===== config.mk =====
export PLATFORM = sky130hd
export DESIGN_NAME = uart_rx_fifo
export DESIGN_NICKNAME = d
export VERILOG_FILES = /design/src/rtl/uart_rx_fifo.sv
export SDC_FILE = /design/constraint.sdc
export NUM_CORES = 1
export LEC_CHECK = 0
export ABC_AREA = 1
export CAP_MARGIN = 20
export CORE_MARGIN = 1
export CORE_UTILIZATION = 53
export CTS_CLUSTER_SIZE = 12
export DETAILED_ROUTE_END_ITERATION = 8
export PLACE_DENSITY = 0.82
export SLEW_MARGIN = 10
export SYNTH_ARGS = -nofsm -noshare
export SYNTH_HDL_FRONTEND = slang
export SYNTH_SLANG_ARGS = --single-unit

===== constraint.sdc =====
create_clock -name clk -period 4.5 [get_ports clk]
set_input_delay 0.9 -clock clk [delete_from_list [all_inputs] [get_ports clk]]
set_output_delay 0.9 -clock clk [all_outputs]
set_load 0.02 [all_outputs]

===== src/rtl/uart_rx_fifo.sv =====
// uart_rx_fifo: 16x oversampled UART receiver with majority-vote sampling,
// configurable framing and a receive FIFO carrying per-word error flags,
// accessed over the peripheral valid/ready register bus.
module uart_rx_fifo #(
  parameter int DEPTH     = 16,
  parameter int MAX_WIDTH = 9,
  parameter int OVS       = 16
) (
  input  logic        clk,
  input  logic        rst,
  input  logic        rx,
  output logic        irq,
  input  logic        valid,
  input  logic        write,
  input  logic [31:0] addr,
  input  logic [1:0]  size,
  input  logic [31:0] wdata,
  output logic [31:0] rdata,
  output logic        ready
);
  localparam int AW = $clog2(DEPTH);
  localparam int TW = $clog2(OVS);
  localparam int IW = $clog2(MAX_WIDTH);
  localparam int EW = MAX_WIDTH + 2;
  localparam logic [TW-1:0] T_LO  = TW'(OVS / 2 - 1);
  localparam logic [TW-1:0] T_MID = TW'(OVS / 2);
  localparam logic [TW-1:0] T_HI  = TW'(OVS / 2 + 1);
  localparam logic [TW-1:0] T_END = TW'(OVS - 1);

  typedef enum logic [2:0] {IDLE, START, DATA, PARITY, STOP1, STOP2} state_t;

  // Even parity of the received data bits (unused upper bits are held at zero)
  function automatic logic parity_of(input logic [MAX_WIDTH-1:0] d);
    return ^d;
  endfunction

  // Width field is stored already clamped to the supported range
  function automatic logic [5:0] clamp_width(input logic [5:0] w);
    if (w < 6'd5) return 6'd5;
    else if (w > 6'(MAX_WIDTH)) return 6'(MAX_WIDTH);
    else return w;
  endfunction

  logic rx_meta_r, rx_sync_r, rx_prev_r;
  logic [15:0] tick_cnt_r, div_r;
  logic [5:0] width_r;
  logic [1:0] par_mode_r;
  logic stop2_r, enable_r;
  logic [7:0] thresh_r;
  logic [3:0] ien_r;
  logic frame_flag_r, par_flag_r, ovr_flag_r;
  state_t state_r, state_nxt_s;
  logic [TW-1:0] t_r;
  logic [IW-1:0] bit_cnt_r;
  logic [MAX_WIDTH-1:0] shift_r;
  logic samp_a_r, samp_b_r, par_err_r, frm_err_r;
  logic [EW-1:0] mem_r [DEPTH];
  logic [AW-1:0] wptr_r, rptr_r;
  logic [AW:0] count_r;

  logic tick_s, start_edge_s, decide_s, bit_end_s, maj_s, par_en_s, last_bit_s;
  logic push_s, push_ok_s, pop_s, push_frm_s, empty_s, full_s, thr_hit_s;
  logic access_s, rd_access_s, wr_access_s;
  logic [2:0] sel_s;
  logic [31:0] wdata_sh_s, rd_val_s;
  logic [EW-1:0] push_word_s, head_s;
  logic unused_s;

  assign unused_s     = ^{size, addr[31:5], wdata_sh_s[31:24]};
  assign tick_s       = (tick_cnt_r == 16'd0);
  assign start_edge_s = rx_prev_r & ~rx_sync_r;
  assign decide_s     = tick_s && (t_r == T_HI);
  assign bit_end_s    = tick_s && (t_r == T_END);
  assign maj_s        = (samp_a_r & samp_b_r) | (samp_a_r & rx_sync_r) | (samp_b_r & rx_sync_r);
  assign par_en_s     = (par_mode_r == 2'd1) || (par_mode_r == 2'd2);
  assign last_bit_s   = (6'(bit_cnt_r) == (width_r - 6'd1));
  assign push_frm_s   = frm_err_r | ~maj_s;
  assign push_word_s  = {push_frm_s, par_err_r, shift_r};

  assign access_s     = valid & ~ready;
  assign rd_access_s  = access_s & ~write;
  assign wr_access_s  = access_s & write;
  assign sel_s        = addr[4:2];
  assign wdata_sh_s   = wdata << {addr[1:0], 3'b000};
  assign empty_s      = (count_r == (AW+1)'(0));
  assign full_s       = (count_r == (AW+1)'(DEPTH));
  assign pop_s        = rd_access_s && (sel_s == 3'd0) && !empty_s;
  assign push_ok_s    = push_s && (!full_s || pop_s);
  assign head_s       = mem_r[rptr_r];
  assign thr_hit_s    = (thresh_r != 8'd0) && (9'(count_r) >= {1'b0, thresh_r});

  // Two-flop synchroniser plus delayed copy for falling-edge detection
  always_ff @(posedge clk or posedge rst) begin
    if (rst) begin
      rx_meta_r <= 1'b1;
      rx_sync_r <= 1'b1;
      rx_prev_r <= 1'b1;
    end else begin
      rx_meta_r <= rx;
      rx_sync_r <= rx_meta_r;
      rx_prev_r <= rx_sync_r;
    end
  end

  // Free-running oversample tick: one tick every DIV+1 clocks
  always_ff @(posedge clk or posedge rst) begin
    if (rst) tick_cnt_r <= 16'd0;
    else if (tick_s) tick_cnt_r <= div_r;
    else tick_cnt_r <= tick_cnt_r - 16'd1;
  end

  // Receiver state register
  always_ff @(posedge clk or posedge rst) begin
    if (rst) state_r <= IDLE;
    else state_r <= state_nxt_s;
  end

  // Next-state and push decision; leaving enable low forces IDLE
  always_comb begin
    state_nxt_s = state_r;
    push_s      = 1'b0;
    if (!enable_r) begin
      state_nxt_s = IDLE;
    end else begin
      case (state_r)
        IDLE:   if (start_edge_s) state_nxt_s = START; else state_nxt_s = IDLE;
        START: begin
          if (decide_s && maj_s) state_nxt_s = IDLE;
          else if (bit_end_s) state_nxt_s = DATA;
          else state_nxt_s = START;
        end
        DATA: begin
          if (bit_end_s && last_bit_s) state_nxt_s = par_en_s ? PARITY : STOP1;
          else state_nxt_s = DATA;
        end
        PARITY: if (bit_end_s) state_nxt_s = STOP1; else state_nxt_s = PARITY;
        STOP1: begin
          if (decide_s && !stop2_r) begin
            push_s      = 1'b1;
            state_nxt_s = IDLE;
          end else if (bit_end_s && stop2_r) begin
            state_nxt_s = STOP2;
          end else begin
            state_nxt_s = STOP1;
          end
        end
        STOP2: begin
          if (decide_s) begin
            push_s      = 1'b1;
            state_nxt_s = IDLE;
          end else begin
            state_nxt_s = STOP2;
          end
        end
        default: state_nxt_s = IDLE;
      endcase
    end
  end

  // Bit timing, majority samples, data shift and per-frame error capture
  always_ff @(posedge clk or posedge rst) begin
    if (rst) begin
      t_r <= '0; bit_cnt_r <= '0; shift_r <= '0;
      samp_a_r <= 1'b1; samp_b_r <= 1'b1; par_err_r <= 1'b0; frm_err_r <= 1'b0;
    end else if (state_r == IDLE) begin
      t_r <= '0; bit_cnt_r <= '0; shift_r <= '0;
      par_err_r <= 1'b0; frm_err_r <= 1'b0;
    end else begin
      if (tick_s) t_r <= (t_r == T_END) ? '0 : t_r + TW'(1);
      if (tick_s && t_r == T_LO) samp_a_r <= rx_sync_r;
      if (tick_s && t_r == T_MID) samp_b_r <= rx_sync_r;
      if (decide_s) begin
        case (state_r)
          DATA:    shift_r[bit_cnt_r] <= maj_s;
          PARITY:  par_err_r <= (par_mode_r == 2'd2) ? ~(parity_of(shift_r) ^ maj_s)
                                                     : (parity_of(shift_r) ^ maj_s);
          STOP1:   frm_err_r <= frm_err_r | ~maj_s;
          default: frm_err_r <= frm_err_r;
        endcase
      end
      if (bit_end_s && state_r == DATA) bit_cnt_r <= bit_cnt_r + IW'(1);
    end
  end

  // FIFO storage (pointers and level carry the reset)
  always_ff @(posedge clk) begin
    if (push_ok_s) mem_r[wptr_r] <= push_word_s;
  end

  // FIFO pointers and level; a full FIFO still accepts a push alongside a pop
  always_ff @(posedge clk or posedge rst) begin
    if (rst) begin
      wptr_r <= '0; rptr_r <= '0; count_r <= '0;
    end else begin
      if (push_ok_s) wptr_r <= wptr_r + AW'(1);
      if (pop_s) rptr_r <= rptr_r + AW'(1);
      case ({push_ok_s, pop_s})
        2'b10:   count_r <= count_r + (AW+1)'(1);
        2'b01:   count_r <= count_r - (AW+1)'(1);
        default: count_r <= count_r;
      endcase
    end
  end

  // Configuration registers and sticky status flags (set wins over clear)
  always_ff @(posedge clk or posedge rst) begin
    if (rst) begin
      div_r <= 16'h001F; width_r <= 6'd8; par_mode_r <= 2'd0; stop2_r <= 1'b0;
      enable_r <= 1'b0; thresh_r <= 8'd1; ien_r <= 4'd0;
      frame_flag_r <= 1'b0; par_flag_r <= 1'b0; ovr_flag_r <= 1'b0;
    end else begin
      if (wr_access_s && sel_s == 3'd1) div_r <= wdata_sh_s[15:0];
      if (wr_access_s && sel_s == 3'd2) begin
        width_r    <= clamp_width(wdata_sh_s[5:0]);
        par_mode_r <= wdata_sh_s[7:6];
        stop2_r    <= wdata_sh_s[8];
        enable_r   <= wdata_sh_s[9];
        thresh_r   <= wdata_sh_s[23:16];
      end
      if (wr_access_s && sel_s == 3'd4) ien_r <= wdata_sh_s[3:0];
      frame_flag_r <= (push_s & push_frm_s) |
                      (frame_flag_r & ~(wr_access_s && sel_s == 3'd3 && wdata_sh_s[11]));
      par_flag_r   <= (push_s & par_err_r) |
                      (par_flag_r & ~(wr_access_s && sel_s == 3'd3 && wdata_sh_s[12]));
      ovr_flag_r   <= (push_s & full_s & ~pop_s) |
                      (ovr_flag_r & ~(wr_access_s && sel_s == 3'd3 && wdata_sh_s[13]));
    end
  end

  // Read-data multiplexer; an empty DATA read reports only the empty bit
  always_comb begin
    rd_val_s = 32'd0;
    case (sel_s)
      3'd0: begin
        if (empty_s) begin
          rd_val_s = 32'h8000_0000;
        end else begin
          rd_val_s[MAX_WIDTH-1:0] = head_s[MAX_WIDTH-1:0];
          rd_val_s[29] = head_s[MAX_WIDTH];
          rd_val_s[30] = head_s[MAX_WIDTH+1];
        end
      end
      3'd1:    rd_val_s = {16'd0, div_r};
      3'd2:    rd_val_s = {8'd0, thresh_r, 6'd0, enable_r, stop2_r, par_mode_r, width_r};
      3'd3:    rd_val_s = {17'd0, (state_r != IDLE), ovr_flag_r, par_flag_r, frame_flag_r,
                           full_s, empty_s, 9'(count_r)};
      3'd4:    rd_val_s = {28'd0, ien_r};
      default: rd_val_s = 32'd0;
    endcase
  end

  // Bus response: ready echoes valid, rdata captured on the access cycle
  always_ff @(posedge clk or posedge rst) begin
    if (rst) begin
      ready <= 1'b0;
      rdata <= 32'd0;
    end else begin
      ready <= valid;
      if (access_s) rdata <= write ? 32'd0 : (rd_val_s >> {addr[1:0], 3'b000});
    end
  end

  // Registered level interrupt
  always_ff @(posedge clk or posedge rst) begin
    if (rst) irq <= 1'b0;
    else irq <= |(ien_r & {ovr_flag_r, par_flag_r, frame_flag_r, thr_hit_s});
  end
endmodule


### Word-level counts from Yosys, hierarchy flattened

Memory sizes are Yosys's and may differ from the RTL's.
Index checks and enable logic that the tools add are counted.

| storage, ports and cells | value |
|---|---|
| flip-flop bits (word level) | 131 |
| latch bits | 0 |
| memory bits (writable) | 176 |
| ROM bits | 0 |
| logic and storage cells | 185 |
| memories kept | 1 |

| operators by class | value |
|---|---|
| add/sub/neg operators | 8 |
| multiply operators | 0 |
| div/mod/pow operators | 0 |
| order comparisons | 5 |
| equality and inequality tests | 19 |
| shifts and indexed selects | 2 |
| muxes and demuxes | 44 |
| bitwise gates (word level) | 32 |
| reductions and logical operators | 46 |

Memories:

| memory | depth | bits a word | read ports | clocked after Yosys merged registers in | wr ports | line | RTL |
|---|---|---|---|---|---|---|---|
| mem_r | 16 | 11 | 1 | 0 | 1 | 57 | `logic [EW-1:0] mem_r [DEPTH];` |

Operators with widths:

| cell | count |
|---|---|
| one-hot mux 32 bit (5 select lines) | 1 |
| 2-to-1 mux 9 bit | 4 |
| 2-to-1 mux 32 bit | 1 |
| << shifter 32 x 5 -> 24 bit | 1 |
| right shift 32 x 5 -> 32 bit | 1 |
| logical AND 1 bit | 21 |
| 2-to-1 mux 4 bit | 5 |
| 2-to-1 mux 3 bit | 6 |
| one-hot mux 3 bit (6 select lines) | 1 |
| adder 4 x 1 -> 4 bit, second input constant | 4 |
| logical NOT 16 bit | 1 |
| 2-to-1 mux 1 bit | 16 |
| 2-to-1 mux 16 bit | 1 |
| subtractor 16 x 1 -> 16 bit, second input constant | 1 |
| bitwise AND 1 bit | 14 |
| nonzero test 2 bit | 7 |
| == test 3 x 2 -> 1 bit, second input constant | 4 |
| == test 4 bit, second input constant | 3 |
| 2-to-1 mux 6 bit | 2 |
| inverter 1 bit | 10 |
| one-hot mux 5 bit (2 select lines) | 1 |
| AND reduction 2 bit | 5 |
| bitwise mux 9 bit | 1 |
| == test 3 bit, second input constant | 3 |
| other kinds (28) | 42 |

### Depth between registers and ports, before layout

Gate-level depths: netlist of run 1.

| depth | value |
|---|---|
| depth after elaboration | 9 |
| depth in mapped cells | 17 |

### Worst setup path after synthesis of run 1

OpenSTA, ideal clock, no wires.

| timing | value |
|---|---|
| path kind | in2reg |
| start point | in valid |
| end point | mem mem_r[3][0] in the netlist's numbering (enable) |
| library setup time | 0.378 ns |
| arrival time | 2.462 ns |
| data required time | 4.122 ns |
| setup slack | 1.660 ns |
| stages | 12 |
| buffers on the path | 1 |
| path through | inv_1 -> or2_1 -> buf_6 -> nor2_8 -> nand2_4 -> nor2_8 -> inv_4 -> nand2_8 -> nand2_4 -> clkinv_4 -> nand3_2 -> nor2_1 |

| on the way | value |
|---|---|
| longest elaborated chain between the ends | 8 |

RTL lines:

| item | line | RTL |
|---|---|---|
| from (decl) | 13 | `input logic valid,` |
| bitwise AND 1 bit | 80 | `assign access_s = valid & ~ready;` |
| bitwise AND 1 bit | 81 | `assign rd_access_s = access_s & ~write;` |
| logical AND 1 bit (2 in series) | 87 | `assign pop_s = rd_access_s && (sel_s == 3'd0) && !empty_s;` |
| logical OR 1 bit | 88 | `assign push_ok_s = push_s && (!full_s \|\| pop_s);` |
| logical AND 1 bit | 88 |  |
| 2-to-1 mux 1 bit | 187 | `if (push_ok_s) mem_r[wptr_r] <= push_word_s;` |
| 2-to-1 mux 1 bit (implied by the code) | 187 |  |
| to (decl) | 57 |  |

Every way passes these cells.

### Worst setup path in the final report of run 1

| timing | value |
|---|---|
| start point | in valid |
| end point | reg count_r[4] |

| on the way | value |
|---|---|
| longest elaborated chain between the ends | 8 |

RTL lines:

| item | line | RTL |
|---|---|---|
| bitwise AND 1 bit (*) | 80 |  |
| bitwise AND 1 bit (*) | 81 |  |
| logical AND 1 bit (*) (2 in series) | 87 |  |
| logical OR 1 bit | 88 |  |
| logical AND 1 bit | 88 |  |
| == test 2 x 1 -> 1 bit or == test 2 bit (tied branches) | 197 | `case ({push_ok_s, pop_s})` |
| one-hot mux 5 bit (2 select lines) or nonzero test 2 bit (tied branches) | -- |  |
| to (signal assigned) | 198 | `2'b10: count_r <= count_r + (AW+1)'(1);` |
| to (signal assigned) | 199 | `2'b01: count_r <= count_r - (AW+1)'(1);` |
| to (signal assigned) | 200 | `default: count_r <= count_r;` |
| to (decl) | 59 | `logic [AW:0] count_r;` |

Every way passes the cells marked *; elsewhere a longest branch is shown, timed or not.
A chain may end at the register's enable or synchronous reset.

==> results.sh, run 1 <==
export IMPL_status="complete, no violations"
export IMPL_antenna_left=0
export IMPL_start_util_pct=53.9
export IMPL_cts_htree_levels=1
export IMPL_cts_sinks=302
export IMPL_grt_most_used_layer="met2"
export IMPL_detailed_place_hpwl_um=23900
export IMPL_final_common_cell="nand2_1"
export IMPL_grt_met2_usage_pct=43.0
export IMPL_rsz0062_at_grt="no"
export IMPL_drive_above_1_share_pct=7.80
export IMPL_yosys_area_top_type="edfxtp_1"
export IMPL_postCtsHoldBufs=0
export IMPL_totalPowerFinal_mw=7.57
export IMPL_cts_tree="yes"
export IMPL_hold_path_class="flop to flop"
export IMPL_io_pins=105
export IMPL_drc=0
export IMPL_synth_seq_area_share_pct=58.2
export IMPL_cap_violations=0
export IMPL_r2r_start="tick_cnt_r[0]$_DFF_PP0_"
export IMPL_ys_flop_type="edfxtp_1"
export IMPL_arrival_ps=3470
export IMPL_routabilityCongestion=0.956
export IMPL_antenna_found_initial=0
export IMPL_setup_tns_final_ps=0
export IMPL_die_area_mm2=0.0281
export IMPL_ys_types=57
export IMPL_min_delay_start="rx_meta_r$_DFF_PP1_"
export IMPL_rows=60
export IMPL_post_route_min_period_ps=3020
export IMPL_grt_pass1_vias=11068
export IMPL_hold_violations=0
export IMPL_netlist_instances=1546
export IMPL_finalMaxSlewViolations=0
export IMPL_r2r_setup_slack_ps=1630
export IMPL_grt_total_usage_pct=26.6
export IMPL_area_growth_syn_to_layout_pct=13.7
export IMPL_synth_edff_count=176
export IMPL_ys_seq_elements=302
export IMPL_clk_latency_ps=570
export IMPL_synth_top_area_share_pct=36.4
export IMPL_tightest_slew_ps=1070
export IMPL_post_cts_buffers=0
export IMPL_timing_rr_end="count_r[4]$_DFFE_PP0P_"
export IMPL_overflow=0
export IMPL_grt_pass1_wl_um=58300
export IMPL_globalRouteMet3Util_pct=3.66
export IMPL_cp_end_kind="flop"
export IMPL_postSynth_asyncResetShare_pct=41.7
export IMPL_drt_iter0_drc=1304
export IMPL_fmax_mhz=331
export IMPL_hold_path_depth=0
export IMPL_cts_made_buffers=31
export IMPL_num_vias=11471
export IMPL_nets=1699
export IMPL_ctsResizeCount=0
export IMPL_leakage_nw=7.05
export IMPL_synth_area_mm2=0.0145
export IMPL_use_met1_pct=36.3
export IMPL_irDropWorstVdd_v=0.000421
export IMPL_fill_cells=2151
export IMPL_hold_path_endpoint="rx_sync_r$_DFF_PP1_"
export IMPL_clkSlewWorstSetupHoldPaths_ps=60
export IMPL_period_share_pct=67.1
export IMPL_slew_headroom_pct=28.6
export IMPL_drtPass1Iterations=6
export IMPL_critPathLaunchType="input pin"
export IMPL_diodes=0
export IMPL_slowest_stage="clkdlybuf4s50_1"
export IMPL_clock_skew_ps=13.1
export IMPL_routed_wirelength_um=36800
export IMPL_synth_area_leaders="edfxtp_1, dfrtp_1, nand2_1, o21ai_0, nor2_1"
export IMPL_fp_dieH_um=168
export IMPL_clk_root_buffer_cell="clkbuf_16"
export IMPL_finalSetupViolations=0
export IMPL_viasPerCell=5.82
export IMPL_wl_per_cell_um=18.7
export IMPL_worstPathRequired_ps=4950
export IMPL_coreArea_mm2=0.0270
export IMPL_path_cells="clkdlybuf4s50_1 -> inv_1 -> or2_1 -> buf_4 -> nor2_8 -> nand2_4 -> nor2_8 -> nand2_4 -> inv_1 -> ha_1 -> a21o_1 -> a31oi_1 -> inv_1 -> nand2_1 -> nand2_1 -> nand2_1 -> nand2_1"
export IMPL_critPathMaxFanout=29
export IMPL_die_w_um=168
export IMPL_final_cell_mix="nand2_1, nor2_1, edfxtp_1, o21ai_0, inv_1"
export IMPL_critPathKind="input pin to flop"
export IMPL_grt_max_degree=106
export IMPL_rr_worst_depth=17
export IMPL_numPortBuffers=62
export IMPL_avgSynthCellArea_um2=9.40
export IMPL_power_density_mw_per_mm2=458
export IMPL_max_stage_delay_ps=470
export IMPL_yosys_warnings=0
export IMPL_path_common_cell="nand2_1"
export IMPL_clock_path_buffers=3
==> synth_stat cells (7+ instances only) <==
cell,instances
ha_1,23
o21ai_1,16
inv_2,8
clkbuf_1,39
xor2_1,16
o22ai_1,11
buf_2,20
dfrtp_1,114
nor2_2,8
nor2_1,200
nor3_1,17
nand3_1,126
a21oi_1,33
nand2_1,290
o21ai_0,162
edfxtp_1,176
a22o_1,7
o211ai_1,23
xnor2_1,13
inv_1,146
nand4_1,11
dfstp_2,12
==> cell families (layout without fill, tap and decap cells) <==
group | count (synthesis) | after routing | synth area share, %
AND/OR/NAND/NOR | 674 | 674 | 20.2
other | 1 | 5 | 0.0258
adder cells (fa/ha/maj) | 24 | 24 | 2.12
multiplexers | 1 | 1 | 0.0775
XOR/XNOR | 30 | 30 | 1.86
buffers and inverters | 226 | 305 | 6.27
flip-flops | 302 | 302 | 58.2
AO/OA/AOI/OAI | 288 | 288 | 11.3
==> power by group <==
part / internal [mW] / total, mW / switching, mW
clock: 1.52 / 2.57 / 1.04
sequential: 3.09 / 3.27 / 0.187
combinational: 0.553 / 1.73 / 1.17
total: 5.16 / 7.57 / 2.40
==> critical path: cells and delay by family <==
kind	cells	cell delay [ps]
adder cells (fa/ha/maj)	1	290
buffers and inverters	5	970
AND/OR/NAND/NOR	9	940
AO/OA/AOI/OAI	2	370
==> metal layers <==
metal  routed length, µm  vias to the layer above  part of all wire [%]
li1                    -                     5302                     -
met1               14700                     5527                    40
met2               17500                      549                    48
met3                3250                       93                   8.8
met4                1340                        0                   3.6
met5                   0                        -                     0
==> state kept, by name (all words and copies together) (netlist names), 5 cells and up <==
| signal | flops |
|---|---|
| count_r | 5 |
| div_r | 16 |
| mem_r | 176 |
| rdata | 27 |
| shift_r | 9 |
| thresh_r | 8 |
| tick_cnt_r | 16 |
| width_r | 6 |
==> metrics by stage <==
stage	util, %	hold slack, ps	std cells	area (µm²)	worst slack, ps
detailed placement	57.5	347	1912	15500	933
floorplan	-	345	1550	14500	264
finish	61.3	365	1970	16500	1480
CTS	61.3	357	1970	16500	1520
global placement	57.5	347	1912	15500	997
global route	61.3	371	1970	16500	1340
==> layout make-up <==
type                    instances  area [µm²]  share of cell area [%]
clock buffers                  55         947                    5.73
clock inverters                 3        68.8                   0.417
inverters                     156         596                    3.61
multi-input cells            1022        5180                    31.3
flip-flops and latches        302        8450                    51.2
well taps                     341         427                    2.58
repair buffers                 91         851                    5.15
==> worst max path at each step <==
stage                      from                  endpoint  slack [ps]
after CTS                 valid    count_r[4]$_DFFE_PP0P_        1520
after detailed placement  valid    count_r[4]$_DFFE_PP0P_         930
after floorplan             rst  bit_cnt_r[0]$_DFFE_PP0P_         260
after global routing      valid    count_r[4]$_DFFE_PP0P_        1340
after global placement    valid    count_r[4]$_DFFE_PP0P_        1000
final                     valid    count_r[4]$_DFFE_PP0P_        1480
Note: power is estimated with default switching activity, not from simulation.
==> inputs of run 2 (changes only) <==
CORE_UTILIZATION = 55   (was 53)
PLACE_DENSITY = 0.81   (was 0.82)
clock period = 2.85 ns   (was 4.5 ns; I/O delays follow)
==> results.sh, run 2 (same netlist as run 1, synthesis figures left out) <==
export IMPL_leakage_nw=7.21
export IMPL_clock_skew_ps=9.95
export IMPL_finalSetupViolations=0
export IMPL_area_growth_syn_to_layout_pct=15.5
export IMPL_sequentialPowerShare_pct=43.5
export IMPL_routed_wirelength_um=36400
export IMPL_num_vias=11508
export IMPL_post_cts_buffers=0
export IMPL_overflow=0
export IMPL_grt_max_degree=106
export IMPL_fp_dieH_um=165
export IMPL_reg_top3="mem_r: 176 flops, rdata: 27 flops"
export IMPL_routabilityCongestion=0.929
export IMPL_status="complete, no violations"
export IMPL_hold_violations=0
export IMPL_swShare_pct=32.2
export IMPL_antenna_found_initial=0
export IMPL_cts_made_buffers=31
export IMPL_pwr_share_clk_pct=32.2
export IMPL_viasPerCell=5.75
export IMPL_diodes=0
export IMPL_clk_root_buffer_cell="clkbuf_16"
export IMPL_cts_htree_levels=1
export IMPL_cp_end_kind="flop"
export IMPL_critPathLaunchType="flop"
export IMPL_totalPowerFinal_mw=11.8
export IMPL_regMostFlops="mem_r"
export IMPL_final_cell_mix="nand2_1, nor2_1, edfxtp_1, o21ai_0, inv_1"
export IMPL_final_common_cell="nand2_1"
export IMPL_clock_path_buffers=3
export IMPL_rows=59
export IMPL_drt_iter0_drc=1360
export IMPL_fmax_mhz=376
export IMPL_power_switching_mw=3.80
export IMPL_rr_worst_depth=17
export IMPL_slowest_stage="dfrtp_1"
export IMPL_fin_util_pct=64.5
export IMPL_drc=0
export IMPL_max_stage_delay_ps=410
export IMPL_grt_pass1_vias=10835
export IMPL_startpoint="tick_cnt_r[0]$_DFF_PP0_"
export IMPL_finalMaxSlewViolations=0
export IMPL_internal_power_mw=8.01
export IMPL_wl_per_cell_um=18.2
export IMPL_numPortBuffers=62
export IMPL_fill_cells=2027
export IMPL_grt_pass1_wl_um=56900
export IMPL_critPathKind="flop to flop"
export IMPL_r2r_start="tick_cnt_r[0]$_DFF_PP0_"
export IMPL_die_w_um=165
export IMPL_rsz0062_at_grt="no"
export IMPL_period_share_pct=93.4
export IMPL_post_route_min_period_ps=2660
export IMPL_largest_reg_flops=176
export IMPL_arrival_ps=3110
export IMPL_tightest_slew_ps=789
export IMPL_hold_path_class="flop to flop"
export IMPL_power_density_mw_per_mm2=704
export IMPL_path_common_cell="nand2_1"
export IMPL_cap_violations=0
export IMPL_die_area_mm2=0.0271
export IMPL_io_pins=105
export IMPL_path_cells="inv_1 -> ha_1 -> nand3_2 -> nor2_4 -> nand4_4 -> nor2_4 -> inv_2 -> nand2_4 -> inv_1 -> buf_4 -> fa_1 -> a31oi_2 -> inv_1 -> nand2_1 -> nand2_1 -> nand2_1 -> nand2_1"
export IMPL_slew_headroom_pct=47.3
export IMPL_grt_total_usage_pct=27.5
export IMPL_nets=1735
export IMPL_antenna_left=0
export IMPL_timing_rr_end="count_r[4]$_DFFE_PP0P_"
export IMPL_coreArea_mm2=0.0260
export IMPL_critPathMaxFanout=4
export IMPL_postCtsHoldBufs=0
export IMPL_crit_end="count_r[4]$_DFFE_PP0P_"
export IMPL_clkSlewWorstSetupHoldPaths_ps=60
export IMPL_clk_latency_ps=560
export IMPL_cts_sinks=302
export IMPL_drtPass1Iterations=5
export IMPL_worstPathRequired_ps=3300
export IMPL_combPwrFrac_pct=24.3
export IMPL_r2r_setup_slack_ps=190
export IMPL_start_util_pct=55.9
export IMPL_drive_above_1_share_pct=9.79
export IMPL_irDropWorstVdd_v=0.000474
export IMPL_cts_tree="yes"
export IMPL_detailed_place_hpwl_um=24900
[run 2: cell types whose count changed in the layout (fill, tap and decap cells not counted), sizes merged]
cell,before,now
clkbuf,55,52
inv,156,155
clkinvlp,0,2
bufinv,2,1
clkinv,1,4
buf,29,65
[run 2: worst min path at each step]
stage                                   start             endpoint  slack [ps]  cells after the start
after global placement    rx_meta_r$_DFF_PP1_  rx_sync_r$_DFF_PP1_         350                      0
after detailed placement  rx_meta_r$_DFF_PP1_  rx_sync_r$_DFF_PP1_         350                      0
after CTS                 rx_meta_r$_DFF_PP1_  rx_sync_r$_DFF_PP1_         360                      0
after global routing      rx_meta_r$_DFF_PP1_  rx_sync_r$_DFF_PP1_         360                      0
final                     rx_meta_r$_DFF_PP1_  rx_sync_r$_DFF_PP1_         360                      0
after floorplan           rx_meta_r$_DFF_PP1_  rx_sync_r$_DFF_PP1_         350                      0
[run 2: worst max-delay path, delay by kind of cell, from the launching register on]
| kind | cells | cell delay [ps] |
|---|---|---|
| AO/OA/AOI/OAI | 1 | 180 |
| adder cells (fa/ha/maj) | 2 | 640 |
| buffers and inverters | 5 | 440 |
| flip-flops | 1 | 410 |
| AND/OR/NAND/NOR | 9 | 880 |
[run 2: area by class of cell]
cell class	instances	area [µm²]	area share (%)
sequential	302	8450	50.4
multi-input combinational	1022	5180	30.9
timing repair buffer	127	1170	6.98
tap	335	419	2.50
clock inverter	6	61.3	0.366
inverter	156	597	3.56
clock buffer	52	885	5.27
[run 2: through the flow]
stage | setup WS (ps) | hold WS (ps) | std cells | TNS [ps] | area, µm²
floorplan | 340 | 345 | 1550 | 0 | 14500
global placement | 31.4 | 346 | 1942 | 0 | 15800
detailed placement | -26.3 | 347 | 1942 | -712 | 15800
CTS | 193 | 356 | 2000 | 0 | 16800
global route | 2.36 | 363 | 2000 | 0 | 16800
finish | 187 | 355 | 2000 | 0 | 16800
[run 2: timing repair]
item | CTS | global route
hold endpoints to repair | 0 | 0
endpoints found under the setup margin | 0 | 1
resized for setup | 0 | 1
[run 2: metal layers]
layer / vias up / global-route usage (%) / part of all wire, %
met5: - / 0 / 0
met4: 0 / 8.67 / 2.7
met3: 81 / 4.90 / 8.6
met2: 502 / 43.8 / 47
met1: 5536 / 38.6 / 42
li1: 5389 / - / -
[run 2: power by group through the flow]
stage          Combinational (mW)  Sequential (mW)  Clock [mW]
2_1_floorplan                1.96             5.15           0
3_5_place_dp                 2.80             5.21           0
4_1_cts                      2.83             5.12        3.84
6_report                     2.87             5.13        3.81
3_3_place_gp                 2.71             5.20           0
5_1_grt                      3.18             5.16        4.01
==> inputs of run 3 (changes only) <==
CORE_UTILIZATION = 59   (was 55)
HOLD_SLACK_MARGIN = 0.15   (was default)
PLACE_DENSITY = 0.86   (was 0.81)
==> results.sh, run 3 (same netlist as run 1, synthesis figures left out) <==
export IMPL_critPathMaxFanout=4
export IMPL_final_cell_mix="nand2_1, nor2_1, edfxtp_1, o21ai_0, inv_1"
export IMPL_die_w_um=159
export IMPL_dp_cells=1928
export IMPL_reg_top3="mem_r: 176 flops, rdata: 27 flops"
export IMPL_diodes=0
export IMPL_critPathLaunchType="flop"
export IMPL_fill_cells=1697
export IMPL_hold_path_class="flop to flop"
export IMPL_min_delay_start="rx_meta_r$_DFF_PP1_"
export IMPL_num_vias=11667
export IMPL_power_density_mw_per_mm2=706
export IMPL_drt_iter0_drc=1713
export IMPL_status="complete, no violations"
export IMPL_fin_hold_ws_ps=355
export IMPL_rr_worst_depth=17
export IMPL_tightest_slew_ps=837
export IMPL_routabilityCongestion=0.995
export IMPL_routed_wirelength_um=36900
export IMPL_regMostFlops="mem_r"
export IMPL_r2r_start="tick_cnt_r[0]$_DFF_PP0_"
export IMPL_area_growth_syn_to_layout_pct=14.8
export IMPL_slowest_stage="fa_1"
export IMPL_clk_latency_ps=550
export IMPL_totalPowerFinal_mw=11.8
export IMPL_fmax_mhz=374
export IMPL_period_share_pct=93.8
export IMPL_leakage_nw=7.18
export IMPL_post_route_min_period_ps=2670
export IMPL_drive_above_1_share_pct=9.63
export IMPL_rows=57
export IMPL_grt_max_degree=81
export IMPL_nets=1732
export IMPL_wl_per_cell_um=18.6
export IMPL_clock_skew_ps=9.83
export IMPL_slew_headroom_pct=44.2
export IMPL_die_area_mm2=0.0253
export IMPL_final_common_cell="nand2_1"
export IMPL_drc=0
export IMPL_r2r_setup_slack_ps=180
export IMPL_path_common_cell="nand2_1"
export IMPL_finalMaxSlewViolations=0
export IMPL_clk_root_buffer_cell="clkbuf_16"
export IMPL_drtPass1Iterations=7
export IMPL_clock_path_buffers=3
export IMPL_cp_end_kind="flop"
export IMPL_cts_tree="yes"
export IMPL_max_stage_delay_ps=410
export IMPL_postCtsHoldBufs=0
export IMPL_cts_htree_levels=1
export IMPL_fp_dieH_um=159
export IMPL_cap_violations=0
export IMPL_antenna_left=0
export IMPL_clkSlewWorstSetupHoldPaths_ps=60
export IMPL_overflow=0
export IMPL_irDropWorstVdd_v=0.000560
export IMPL_path_cells="inv_1 -> ha_1 -> nand3_2 -> nor2_4 -> nand4_4 -> nor2_4 -> inv_2 -> nand2_4 -> inv_1 -> buf_4 -> fa_1 -> a31oi_2 -> inv_1 -> nand2_1 -> nand2_1 -> nand2_1 -> nand2_1"
export IMPL_finalSetupViolations=0
export IMPL_critPathKind="flop to flop"
export IMPL_numPortBuffers=62
export IMPL_fin_cells=1986
export IMPL_cts_sinks=302
export IMPL_grt_pass1_wl_um=59200
export IMPL_start_util_pct=59.9
export IMPL_viasPerCell=5.87
export IMPL_antenna_found_initial=0
export IMPL_largest_reg_flops=176
export IMPL_hold_violations=0
export IMPL_hold_path_endpoint="rx_sync_r$_DFF_PP1_"
export IMPL_coreArea_mm2=0.0242
export IMPL_grt_pass1_vias=11255
export IMPL_hold_path_depth=0
export IMPL_detailed_place_hpwl_um=24600
export IMPL_rsz0062_at_grt="no"
export IMPL_cts_made_buffers=31
export IMPL_io_pins=105
export IMPL_timing_rr_end="count_r[4]$_DFFE_PP0P_"
export IMPL_grt_total_usage_pct=29.7
export IMPL_worstPathRequired_ps=3290
export IMPL_fin_util_pct=68.8
export IMPL_arrival_ps=3120
[run 3: worst max-delay path: cells and delay by family, from the launching register on]
family / cells / cell delay, ps
DFF: 1 / 400
adders and majority gates: 2 / 640
and+or+nand+nor: 9 / 900
buffers and inverters: 5 / 440
AOI/OAI and AO/OA: 1 / 190
[run 3: repair_timing]
action / CTS / global route
setup endpoints to repair: 0 / 1
buffers inserted: 0 / 0
resized for setup: 0 / 1
endpoints found under the hold margin: 0 / 0
[run 3: area by class of cell]
class	instances	area [µm²]	area share, %
Clock inverter	5	32.5	0.195
Inverter	156	597	3.58
Clock buffer	53	910	5.45
Sequential cell	302	8450	50.7
Multi-Input combinational cell	1022	5180	31.1
Timing Repair Buffer	124	1100	6.59
Tap cell	324	405	2.43
[run 3: how the worst max path moves through the flow]
stage	startpoint	endpoint	slack, ps	depth (start not counted)
global route	tick_cnt_r[0]$_DFF_PP0_	count_r[4]$_DFFE_PP0P_	2	17
detailed placement	valid	count_r[4]$_DFFE_PP0P_	-20	16
global placement	valid	count_r[4]$_DFFE_PP0P_	30	16
floorplan	valid	mem_r[3][0]$_DFFE_PP_	340	12
finish	tick_cnt_r[0]$_DFF_PP0_	count_r[4]$_DFFE_PP0P_	180	17
CTS	tick_cnt_r[0]$_DFF_PP0_	count_r[4]$_DFFE_PP0P_	160	17
[run 3: through the flow]
stage	cell area (µm²)	worst slack (ps)	setup TNS (ps)
floorplan	14500	340	0
global placement	15700	30.5	0
detailed placement	15700	-23.1	-253
CTS	16700	165	0
global route	16700	1.62	0
finish	16700	176	0
[run 3: layer usage]
metal  wire length [µm]  vias up  global-route usage, %
met2              17200      643                   46.9
met3               3650      114                   4.68
met1              14600     5529                   41.9
met4               1400        0                   11.5
met5                  0        -                      0
li1                   -     5381                      -
[run 3: power breakdown]
part           total [mW]  leakage (nW)  switching [mW]  internal, mW
registers            5.13          3.49           0.255          4.87
logic                2.90          3.23            1.99         0.913
clock network        3.75         0.458            1.59          2.16
total                11.8          7.18            3.83          7.94
